### src/rtl/legv8_pkg.sv
// Shared LEGv8 core types: register index, XZR index and writeback request.
package legv8_pkg;
    localparam int REG_ADDR_W = 5;
    localparam int ZERO_REG   = 31;
    localparam int XLEN       = 64;

    typedef logic [REG_ADDR_W-1:0] reg_addr_t;

    typedef struct packed {
        reg_addr_t         rd;
        logic [XLEN-1:0]   data;
    } wb_req_t;
endpackage

### src/rtl/wb_fifo.sv
// Small synchronous writeback FIFO; exposes every slot's destination and valid bit
// so the arbiter can build the in-flight register bitmap.
module wb_fifo
    import legv8_pkg::*;
#(
    parameter int  DEPTH   = 4,
    parameter int  ADDR_W  = REG_ADDR_W,
    parameter type entry_t = wb_req_t
) (
    input  logic                         CLK,
    input  logic                         RST,
    input  logic                         flush,
    input  logic                         push,
    input  entry_t                       push_entry,
    input  logic                         pop,
    output logic                         full,
    output logic                         empty,
    output entry_t                       head,
    output logic [DEPTH-1:0]             ent_vld,
    output logic [DEPTH-1:0][ADDR_W-1:0] ent_rd
);
    localparam int PTR_W = $clog2(DEPTH);

    logic [PTR_W:0] wr_ptr, rd_ptr, count;
    logic           do_push, do_pop;
    entry_t         mem [DEPTH];

    // Extra MSB on each pointer is the wrap bit: equal addresses with differing wrap means full.
    assign full    = (wr_ptr[PTR_W] != rd_ptr[PTR_W]) &&
                     (wr_ptr[PTR_W-1:0] == rd_ptr[PTR_W-1:0]);
    assign empty   = (wr_ptr == rd_ptr);
    assign count   = wr_ptr - rd_ptr;
    assign do_push = push && !full && !flush;
    assign do_pop  = pop && !empty && !flush;
    assign head    = mem[rd_ptr[PTR_W-1:0]];

    always_ff @(posedge CLK or posedge RST) begin
        if (RST) begin
            wr_ptr <= '0;
            rd_ptr <= '0;
        end else if (flush) begin
            wr_ptr <= '0;
            rd_ptr <= '0;
        end else begin
            if (do_push) wr_ptr <= wr_ptr + 1'b1;
            if (do_pop)  rd_ptr <= rd_ptr + 1'b1;
        end
    end

    always_ff @(posedge CLK) begin
        if (do_push) mem[wr_ptr[PTR_W-1:0]] <= push_entry;
    end

    always_comb begin
        logic [PTR_W-1:0] offs;
        offs = '0;
        for (int i = 0; i < DEPTH; i++) begin
            offs       = PTR_W'(i) - rd_ptr[PTR_W-1:0];
            ent_vld[i] = ({1'b0, offs} < count);
            ent_rd[i]  = mem[i].rd;
        end
    end
endmodule

### src/rtl/wb_arbiter.sv
// Round-robin merge of the execute and memory writeback streams onto the single
// register file write port, with an in-flight destination bitmap for interlocks.
module wb_arbiter #(
    parameter int DEPTH    = 4,
    parameter int DATA_W   = legv8_pkg::XLEN,
    parameter int ADDR_W   = legv8_pkg::REG_ADDR_W,
    parameter int ZERO_REG = legv8_pkg::ZERO_REG
) (
    input  logic                  CLK,
    input  logic                  RST,
    input  logic                  FLUSH,
    input  logic                  REQ0_VALID,
    output logic                  REQ0_READY,
    input  logic [ADDR_W-1:0]     REQ0_REG,
    input  logic [DATA_W-1:0]     REQ0_DATA,
    input  logic                  REQ1_VALID,
    output logic                  REQ1_READY,
    input  logic [ADDR_W-1:0]     REQ1_REG,
    input  logic [DATA_W-1:0]     REQ1_DATA,
    output logic                  WR_EN,
    output logic [ADDR_W-1:0]     WR_REG,
    output logic [DATA_W-1:0]     WR_DATA,
    output logic [2**ADDR_W-1:0]  BUSY
);
    localparam logic [ADDR_W-1:0] ZERO_IDX = ADDR_W'(ZERO_REG);

    typedef struct packed {
        logic [ADDR_W-1:0] rd;
        logic [DATA_W-1:0] data;
    } entry_t;

    logic                         full0, full1, empty0, empty1;
    entry_t                       head0_p0, head1_p0, sel_p0;
    logic [DEPTH-1:0]             vld0, vld1;
    logic [DEPTH-1:0][ADDR_W-1:0] rd0, rd1;
    logic                         gnt0_p0, gnt1_p0, gnt_p0;
    logic                         last;
    logic                         vld_p1;
    logic [ADDR_W-1:0]            reg_p1;
    logic [DATA_W-1:0]            data_p1;

    assign REQ0_READY = !full0 && !RST;
    assign REQ1_READY = !full1 && !RST;

    wb_fifo #(.DEPTH(DEPTH), .ADDR_W(ADDR_W), .entry_t(entry_t)) u_fifo0 (
        .CLK        (CLK),
        .RST        (RST),
        .flush      (FLUSH),
        .push       (REQ0_VALID && REQ0_READY),
        .push_entry ('{rd: REQ0_REG, data: REQ0_DATA}),
        .pop        (gnt0_p0),
        .full       (full0),
        .empty      (empty0),
        .head       (head0_p0),
        .ent_vld    (vld0),
        .ent_rd     (rd0)
    );

    wb_fifo #(.DEPTH(DEPTH), .ADDR_W(ADDR_W), .entry_t(entry_t)) u_fifo1 (
        .CLK        (CLK),
        .RST        (RST),
        .flush      (FLUSH),
        .push       (REQ1_VALID && REQ1_READY),
        .push_entry ('{rd: REQ1_REG, data: REQ1_DATA}),
        .pop        (gnt1_p0),
        .full       (full1),
        .empty      (empty1),
        .head       (head1_p0),
        .ent_vld    (vld1),
        .ent_rd     (rd1)
    );

    // Stage p0: arbitrate FIFO heads; LAST names the requester granted most recently.
    assign gnt0_p0 = !FLUSH && !empty0 && (empty1 || last);
    assign gnt1_p0 = !FLUSH && !empty1 && (empty0 || !last);
    assign gnt_p0  = gnt0_p0 || gnt1_p0;
    assign sel_p0  = gnt1_p0 ? head1_p0 : head0_p0;

    // Stage p1: registered register-file write port.
    always_ff @(posedge CLK or posedge RST) begin
        if (RST) begin
            last    <= 1'b1;
            vld_p1  <= 1'b0;
            reg_p1  <= '0;
            data_p1 <= '0;
        end else if (FLUSH) begin
            vld_p1  <= 1'b0;
        end else begin
            vld_p1 <= gnt_p0 && (sel_p0.rd != ZERO_IDX);
            if (gnt_p0) begin
                last    <= gnt1_p0;
                reg_p1  <= sel_p0.rd;
                data_p1 <= sel_p0.data;
            end
        end
    end

    assign WR_EN   = vld_p1;
    assign WR_REG  = reg_p1;
    assign WR_DATA = data_p1;

    always_comb begin
        BUSY = '0;
        for (int i = 0; i < DEPTH; i++) begin
            if (vld0[i]) BUSY[rd0[i]] = 1'b1;
            if (vld1[i]) BUSY[rd1[i]] = 1'b1;
        end
        if (vld_p1) BUSY[reg_p1] = 1'b1;
        BUSY[ZERO_IDX] = 1'b0;
    end
endmodule

### config.mk
export PLATFORM = sky130hd
export DESIGN_NAME = wb_arbiter
export DESIGN_NICKNAME = d
export VERILOG_FILES = /design/src/rtl/legv8_pkg.sv /design/src/rtl/wb_fifo.sv /design/src/rtl/wb_arbiter.sv
export SDC_FILE = /design/constraint.sdc
export NUM_CORES = 1
export LEC_CHECK = 0
export CAP_MARGIN = 20
export CORE_ASPECT_RATIO = 1.75
export CORE_UTILIZATION = 45
export DETAILED_ROUTE_END_ITERATION = 16
export PLACE_DENSITY = 0.62
export SETUP_SLACK_MARGIN = 0.1
export SYNTH_ARGS = -nofsm -noshare
export SYNTH_HDL_FRONTEND = slang
export SYNTH_SLANG_ARGS = --single-unit
### constraint.sdc
create_clock -name CLK -period 6.2 [get_ports CLK]
set_clock_uncertainty 0.2 [all_clocks]
set_input_delay 0.62 -clock CLK [delete_from_list [all_inputs] [get_ports CLK]]
set_output_delay 0.62 -clock CLK [all_outputs]
set_load 0.02 [all_outputs]
### After elaboration in Yosys (flattened, before gate mapping)

Memory sizes are Yosys's and may differ from the RTL's.
Cells that the tools add are included.

| word-level totals | value |
|---|---|
| flip-flop bits (word level) | 83 |
| latch bits | 0 |
| memory bits (writable) | 552 |
| memory bits (read-only) | 0 |
| output and inout bits | 104 |
| memories kept | 2 |

Memories:

| name | words | width | rd ports | clocked after Yosys merged registers in | wr ports | RTL line | text |
|---|---|---|---|---|---|---|---|
| u_fifo0.mem | 4 | 69 | 5 | 0 | 1 | wb_fifo.sv:26 | `entry_t mem [DEPTH];` |
| u_fifo1.mem | 4 | 69 | 5 | 0 | 1 | wb_fifo.sv:26 |  |

| operators by class | value |
|---|---|
| add/sub/neg operators | 14 |
| multipliers | 0 |
| divide/modulo/power cells | 0 |
| magnitude comparators | 26 |
| equality and inequality tests | 7 |
| shift operators | 0 |
| multiplexer cells | 41 |
| bitwise gates (word level) | 9 |
| reduce and logical (&&, ||, !) cells | 43 |

Operator list:

| cell | number |
|---|---|
| $mux W31 | 9 |
| $or A31 B31 Y31 | 8 |
| $mux W69 | 1 |
| $lt A5 B6 Y1 const B | 9 |
| $demux W1 S5 | 9 |
| $ge A5 B1 Y1 const B | 9 |
| $logic_and A1 B1 Y1 | 28 |
| $lt A2 B3 Y1 | 8 |
| $mux W3 | 8 |
| $mux W1 | 14 |
| $add A3 B1 Y3 const B | 4 |
| $reduce_bool A2 Y1 | 4 |
| $sub A1 B2 Y2 const A | 4 |
| $sub A2 B2 Y2 const A | 4 |
| $logic_not A1 Y1 | 7 |
| $eq A3 B3 Y1 | 2 |
| $sub A3 B3 Y3 | 2 |
| $ne A5 B5 Y1 const B | 1 |
| $eq A2 B2 Y1 | 2 |
| $logic_or A1 B1 Y1 | 3 |
| $ne A1 B1 Y1 | 2 |
| $reduce_and A2 Y1 | 1 |
| $not A1 Y1 | 1 |

### Longest topological paths before layout

An unclocked memory read counts as a cell.

| depth | value |
|---|---|
| depth after elaboration | 22 |
| mapped depth | 14 |
| gate-level depth less buffers | 11 |

### Cells and area by module

From an unflattened synthesis, not the netlist that was laid out.

| second synthesis, totals | value |
|---|---|
| cells, all modules | 1606 |
| area total of the unflattened synthesis | 27393.8 sq um |

Modules (own cells, without submodules):

| module | instances | cells each | area each (sq um) |
|---|---|---|---|
| wb_fifo | 2 | 464 | 10825.4 |
| wb_arbiter | 1 | 678 | 5743.0 |

### Worst setup path after synthesis

Ideal clock, no wire load.

| timing path | value |
|---|---|
| kind | input to register |
| start | input port RST |
| end | memory u_fifo1.mem[0][0] (netlist name), enable pin |
| setup time | 0.435 ns |
| data arrival time | 4.741 ns |
| path slack | 0.824 ns |
| stages on the path | 5 |
| path buffers | 0 |
| cell sequence | inv_1 -> o21a_1 -> nand2_1 -> nor2_1 -> and2_1 |

| on the way | value |
|---|---|
| longest elaborated chain between the ends | 7 |

RTL lines:

| what | RTL line | text |
|---|---|---|
| from (decl) | wb_arbiter.sv:10 | `input logic RST,` |
| $logic_not A1 Y1 (no line) | -- |  |
| $logic_and A1 B1 Y1 | wb_arbiter.sv:43 | `assign REQ1_READY = !full1 && !RST;` |
| named net REQ1_READY | wb_arbiter.sv:17 | `output logic REQ1_READY,` |
| $logic_and A1 B1 Y1 | wb_arbiter.sv:63 | `.push (REQ1_VALID && REQ1_READY),` |
| $logic_and A1 B1 Y1 (2 in series) | wb_fifo.sv:33 | `assign do_push = push && !full && !flush;` |
| $mux W1 | wb_fifo.sv:51 | `if (do_push) mem[wr_ptr[PTR_W-1:0]] <= push_entry;` |
| $mux W1 (implied by the code) | wb_fifo.sv:51 |  |
| to (decl) | wb_fifo.sv:26 |  |

The timed path passes the listed nets, and every way through them passes these cells.

### Worst setup path in the final report

| timing path | value |
|---|---|
| start | register u_fifo0.rd_ptr[1] |
| end | output port BUSY[13] |

| on the way | value |
|---|---|
| longest elaborated chain between the ends | 19 |

RTL lines:

| what | RTL line | text |
|---|---|---|
| from (decl) | wb_fifo.sv:24 | `logic [PTR_W:0] wr_ptr, rd_ptr, count;` |
| from (signal assigned) | wb_fifo.sv:46 | `if (do_pop) rd_ptr <= rd_ptr + 1'b1;` |
| $sub A3 B3 Y3 or $sub A1 B2 Y2 (tied branches) | wb_fifo.sv:32, wb_fifo.sv:58 |  |
| $lt A2 B3 Y1 | wb_fifo.sv:59 | `ent_vld[i] = ({1'b0, offs} < count);` |
| $mux W31 | wb_arbiter.sv:105 | `if (vld0[i]) BUSY[rd0[i]] = 1'b1;` |
| $or A31 B31 Y31 (no line) | -- |  |
| $mux W31 | wb_arbiter.sv:106 | `if (vld1[i]) BUSY[rd1[i]] = 1'b1;` |
| $or A31 B31 Y31 (no line) | -- |  |
| $mux W31 | wb_arbiter.sv:105 |  |
| $or A31 B31 Y31 (no line) | -- |  |
| (+3 left out) | -- |  |
| $or A31 B31 Y31 (no line) | -- |  |
| $mux W31 | wb_arbiter.sv:106 |  |
| $or A31 B31 Y31 (no line) | -- |  |
| $mux W31 (*) | wb_arbiter.sv:105 |  |
| $or A31 B31 Y31 (no line) | -- |  |
| $mux W31 (*) | wb_arbiter.sv:106 |  |
| $or A31 B31 Y31 (no line) | -- |  |
| $mux W31 (*) | wb_arbiter.sv:108 | `if (vld_p1) BUSY[reg_p1] = 1'b1;` |
| to (decl) | wb_arbiter.sv:23 | `output logic [2**ADDR_W-1:0] BUSY` |

Every way passes the cells marked *; elsewhere a longest branch is shown, timed or not.

==> impl_metrics.tcl <==
set metrics [dict create \
    status "finished clean" \
    yosysSeqAreaShare 0.688 \
    port_buffers 245 \
    ys_ff_latch 635 \
    switching_share 0.339 \
    p_clk_frac 0.262 \
    synth_nets 1806 \
    cp.required_ps 5380 \
    grt.overflow.total 0 \
    max_slew_margin 0.160 \
    path_clk_slew_ps 70 \
    final_layout_size_suffix_gt1_frac 0.163 \
    power.density_nw_per_um2 409 \
    clkSinkCount 635 \
    maxCapViolations 0 \
    r2r_slack_ps 2100 \
    crit_path_max_fanout 28 \
    yosysWarnings 0 \
    report.final.slew_viol_count 0 \
    root_buffer "clkbuf_16" \
    power_frac_comb 0.342 \
    ir_drop_v 0.000322 \
    die_w_um 188 \
    cts_setup_buffers 0 \
    start_util 0.457 \
    endpoint_kind "output pin" \
    min_period_ps 5910 \
    vias 16300 \
    ioPinCount 247 \
    syn_avg_cell_area_um2 16.6 \
    fmax_mhz 169 \
    rsz0062_at_grt "no" \
    synth.distinct_cells 75 \
    gp_congestion 1.01 \
    drc 0 \
    power_mw 13.2 \
    wl_met1_mm 30.9 \
    route.met3.wl_mm 4.37 \
    firstDrtPassIters 8 \
    cts_hold_buf 0 \
    vias_per_cell 6.03 \
    cts_resized 0 \
    critPathArrivalTime_ps 5090 \
    drtIter0Drc 1292 \
    min_from "WR_DATA[27]" \
    tns_ps 0 \
    h-tree-depth 2 \
    area_growth_pct 19.3 \
    max_slew.worst_pin.slew_ps 1250 \
    r2r-start "u_fifo0.rd_ptr[0]" \
    seqPwrFrac 0.396 \
    grt_max_degree 81 \
    synth_edf_count 552 \
    worstReg2RegEnd "u_fifo0.mem[1][67]" \
    coreArea_um2 59400 \
    clockBufferDepth 3 \
    top_layer_used "met5" \
    hold_path_end "WR_DATA[27]" \
    antenna_found_initial 7 \
    p_leak_nw 10.9 \
    startpoint_type "flop" \
    min_path_cells 2 \
    wl_mm 88.9 \
    nNetsFinal 2046 \
    grt_pass1_wl_mm 126 \
    final_util 0.545 \
    wl_met2_mm 47.8 \
    ff2ff_path_depth 8 \
    synthCells 1637 \
    wl_per_cell_um 32.9 \
    p_int_mw 8.75 \
    setup_viol 0 \
    track_usage 0.293 \
    p_sw_mw 4.48 \
    hold_path.class "reg2reg" \
    synth-async-reset-ratio 0.131 \
    grt_pass1_vias 17100 \
    syn_area_um2 27100 \
    critPathKind "reg2out" \
    ant_nets 0 \
    layout_worst_path_cycle_share 0.953 \
    clock_latency_ps 600 \
    rows 118 \
    numCtsBuffers 53 \
    die_h_um 327 \
    dieArea_um2 61300 \
    synth_ff_type "edfxtp_1" \
    dpl.hpwl_mm 62.3 \
    finalHoldViolations 0 \
    cts_tree "yes" \
]
==> metal layers <==
metal,vias to the layer above,GRT usage
met4,2,0.172
met1,8452,0.318
met3,224,0.0454
met2,625,0.537
li1,7006,-
met5,-,0
==> worst max-delay path: stages, from the launching register on <==
cell and delay [ps]:
dfrtp_4 710, inv_1 180, fa_1 560, inv_1 80
ha_1 270, nor2b_1 140, o21a_1 310, nor3_1 1000
a221oi_1 430, nand3_1 200, clkdlybuf4s50_1 630
==> cells in the mapped netlist, drive strengths merged, types with 9 or more instances <==
cell type  count  share of area
a221oi         9         0.0029
a2111oi       11         0.0036
a21oi         72          0.013
edfxtp       552           0.61
nand3b        20         0.0055
dfrtp         82          0.076
nand3         43         0.0079
mux4         138           0.11
nand4         10         0.0023
nand2         48         0.0066
nor2b         13         0.0030
or3           19         0.0044
o221ai        16         0.0052
nor3b         13         0.0038
and2          12         0.0028
buf           41         0.0077
mux2i         69          0.025
ha            24          0.011
nor4          29         0.0067
clkbuf        64         0.0089
o21ai         18         0.0036
nor3          43         0.0079
inv           30         0.0042
nor2         137          0.019
==> logic make-up after synthesis <==
kind of cell / after synthesis / share of synthesized area
other cells: 1 / 0.000138
buf+inv: 135 / 0.0207
mux: 213 / 0.143
fa+ha+maj: 26 / 0.0126
flops: 635 / 0.688
compound gates: 194 / 0.0498
simple gates: 420 / 0.0793
xor+xnor: 13 / 0.00637
==> layout by cell type, fill, tap and decap left out, drive strengths merged, types with 20 or more instances in the layout <==
cell type / instances
clkdlybuf4s50: 245
inv: 32
ha: 24
buf: 45
clkbuf: 74
nand3: 43
dfrtp: 82
a21oi: 72
nor2: 137
nand3b: 20
mux2i: 69
nand2: 48
edfxtp: 552
mux4: 138
nor4: 29
nor3: 43
==> flip-flops by register name (all words and copies together) (netlist names), 3 cells and up <==
name and count:
u_fifo1.wr_ptr 3, u_fifo0.mem 276, WR_REG 5, u_fifo1.rd_ptr 3
u_fifo0.wr_ptr 3, u_fifo0.rd_ptr 3, u_fifo1.mem 276, WR_DATA 64
==> area by class of cell <==
type                            instances  area [µm²]
Clock inverter                         25         279
Sequential cell                       635       18700
Antenna cell                            3        7.51
Inverter                               30         115
Clock buffer                           74        1540
Tap cell                              780         976
Multi-Input combinational cell        867        7950
Timing Repair Buffer                  290        2790
Fill cell                            4820       27000
==> power by group through the flow <==
stage / registers (mW) / clock network [mW] / logic [mW]
CTS: 5.24 / 3.53 / 4.53
finish: 5.24 / 3.46 / 4.52
global placement: 5.32 / 0 / 4.51
detailed placement: 5.33 / 0 / 4.51
floorplan: 5.46 / 0 / 2.46
global route: 5.26 / 3.67 / 4.78
==> worst max-delay path by stage <==
| stage | start | endpoint | slack (ps) |
|---|---|---|---|
| after floorplan | RST | u_fifo1.mem[0][0] | 820 |
| after global placement | u_fifo0.rd_ptr[1] | BUSY[5] | 1010 |
| after detailed placement | u_fifo0.rd_ptr[1] | BUSY[5] | 1050 |
| after CTS | u_fifo0.rd_ptr[1] | BUSY[5] | 420 |
| after global routing | u_fifo1.rd_ptr[1] | BUSY[28] | 210 |
| final | u_fifo0.rd_ptr[1] | BUSY[13] | 290 |
==> through the flow <==
step | cell area (µm²) | cells | setup slack [ps] | hold slack [ps]
4_1_cts | 32300 | 2700 | 417 | 334
6_report | 32300 | 2704 | 292 | 331
2_1_floorplan | 27100 | 1637 | 824 | 282
3_5_place_dp | 30500 | 2601 | 1050 | 317
5_1_grt | 32300 | 2702 | 207 | 355
3_3_place_gp | 30500 | 2600 | 1010 | 310
(Power assumes the default switching activity.)
==> patch: new RTL, config.mk and constraints unchanged <==
Reset style: synchronous (`RST`), changed in 2 clocked blocks.
--- a/src/rtl/wb_fifo.sv
+++ b/src/rtl/wb_fifo.sv
@@ -34,7 +34,7 @@
     assign do_pop  = pop && !empty && !flush;
     assign head    = mem[rd_ptr[PTR_W-1:0]];
 
-    always_ff @(posedge CLK or posedge RST) begin
+    always_ff @(posedge CLK) begin
         if (RST) begin
             wr_ptr <= '0;
             rd_ptr <= '0;
--- a/src/rtl/wb_arbiter.sv
+++ b/src/rtl/wb_arbiter.sv
@@ -77,7 +77,7 @@
     assign sel_p0  = gnt1_p0 ? head1_p0 : head0_p0;
 
     // Stage p1: registered register-file write port.
-    always_ff @(posedge CLK or posedge RST) begin
+    always_ff @(posedge CLK) begin
         if (RST) begin
             last    <= 1'b1;
             vld_p1  <= 1'b0;
Formal check against the unedited RTL: not equivalent (Yosys sat finds a counterexample within 4 cycles, from zero or initial values and one cycle with RST high; the reset may be asserted at any time).
==> patch against the unedited design <==
  * Routed wire length fell by 2.7%
  * Highest routed layer unchanged
  * Largest cell class unchanged
  * Critical endpoint is now BUSY[21]
  * Worst setup slack gained 0.34 ns
  * Synthesized area is 1.7% lower
  * Final area is 1.0% lower
  * Register-to-register slack improved by 0.42 ns
  * Sequential cell count grew 4
Power is not compared: it rests on default switching activity, and its combinational part moved more than twofold at a synthesized area within 25%.
==> patch: results <==
group,metric,value,unit
outcome,status,"finished clean",
synthesis,yosys-top-cells-area,"edfxtp_1 (62%), mux4_2 (12%), dfxtp_1 (6.5%)",
hold_path,worstHoldPathType,"primary input to register",
place,postPlaceCellArea,0.0301,sq mm
critical_path,cp_max_fo,8,
clocking,cts_buffers,55,
hold_path,hold-path-endpoint,"WR_DATA[4]$_SDFFE_PP0P_",
grt,grt_pass1_wl,122,mm
hold_path,hp-start,"RST",
place,dp.final_hpwl,59.1,mm
place,post-place-ws,1.33,ns
synthesis,synth_fp_nets,1753,
critical_path,timing.rr.end,"WR_DATA[32]$_SDFFE_PP0P_",
synthesis,synth_fa_ha_area_frac,0.0128,
sta,slew_headroom,0.209,
grt,grt_pass1_vias,16800,
place,dp.cells,2546,
critical_path,setup.worst_path.end,"BUSY[21]",
synthesis,synthTopCellsByCount,"edfxtp_1 (552), nor2_1 (147), mux4_2 (138)",
synthesis,synthCells,1584,
synthesis,synth-compound-area-share,0.0598,
grt,grt_antenna_before_repair,12,
synthesis,synthMuxAreaShare,0.143,
sta,whs,0.214,ns
grt,grt_max_degree,80,
critical_path,arrival,4.74,ns
critical_path,r2r_start,"u_fifo1.rd_ptr[1]$_SDFFE_PP0P_",
critical_path,crit_start,"u_fifo0.wr_ptr[0]$_SDFFE_PP0P_",
place,gp_congestion,1.02,
synthesis,yosysSeqAreaShare,0.687,
final_layout,final_cell_count_no_fill,2656,
final_layout,final_nets,2000,
final_layout,finish.utilization,0.548,
==> patch: worst register-to-register path, cell delays in order (launching register included) <==
cell,delay [ns]
dfxtp_1,0.38
inv_1,0.11
ha_1,0.29
and2_0,0.32
a21oi_1,0.26
nand2_4,0.82
buf_4,0.67
mux2i_1,0.22
a211oi_1,0.31
==> patch: cell type report <==
cell class	instances	area share
Sequential cell	639	0.573
Multi-Input combinational cell	821	0.249
Timing Repair Buffer	284	0.0854
Clock buffer	73	0.0476
Tap cell	773	0.0302
Clock inverter	30	0.0106
Inverter	30	0.00352
Antenna cell	6	0.000469
==> patch: layer usage <==
layer  track usage  wire, um  up-vias  share of wire
met1         0.327     30600     8433           0.35
met4         0.161      5030        8          0.058
met3        0.0455      5000      248          0.058
li1              -         -     6942              -
met2         0.520     45900      734           0.53
met5             0        46        -        0.00053
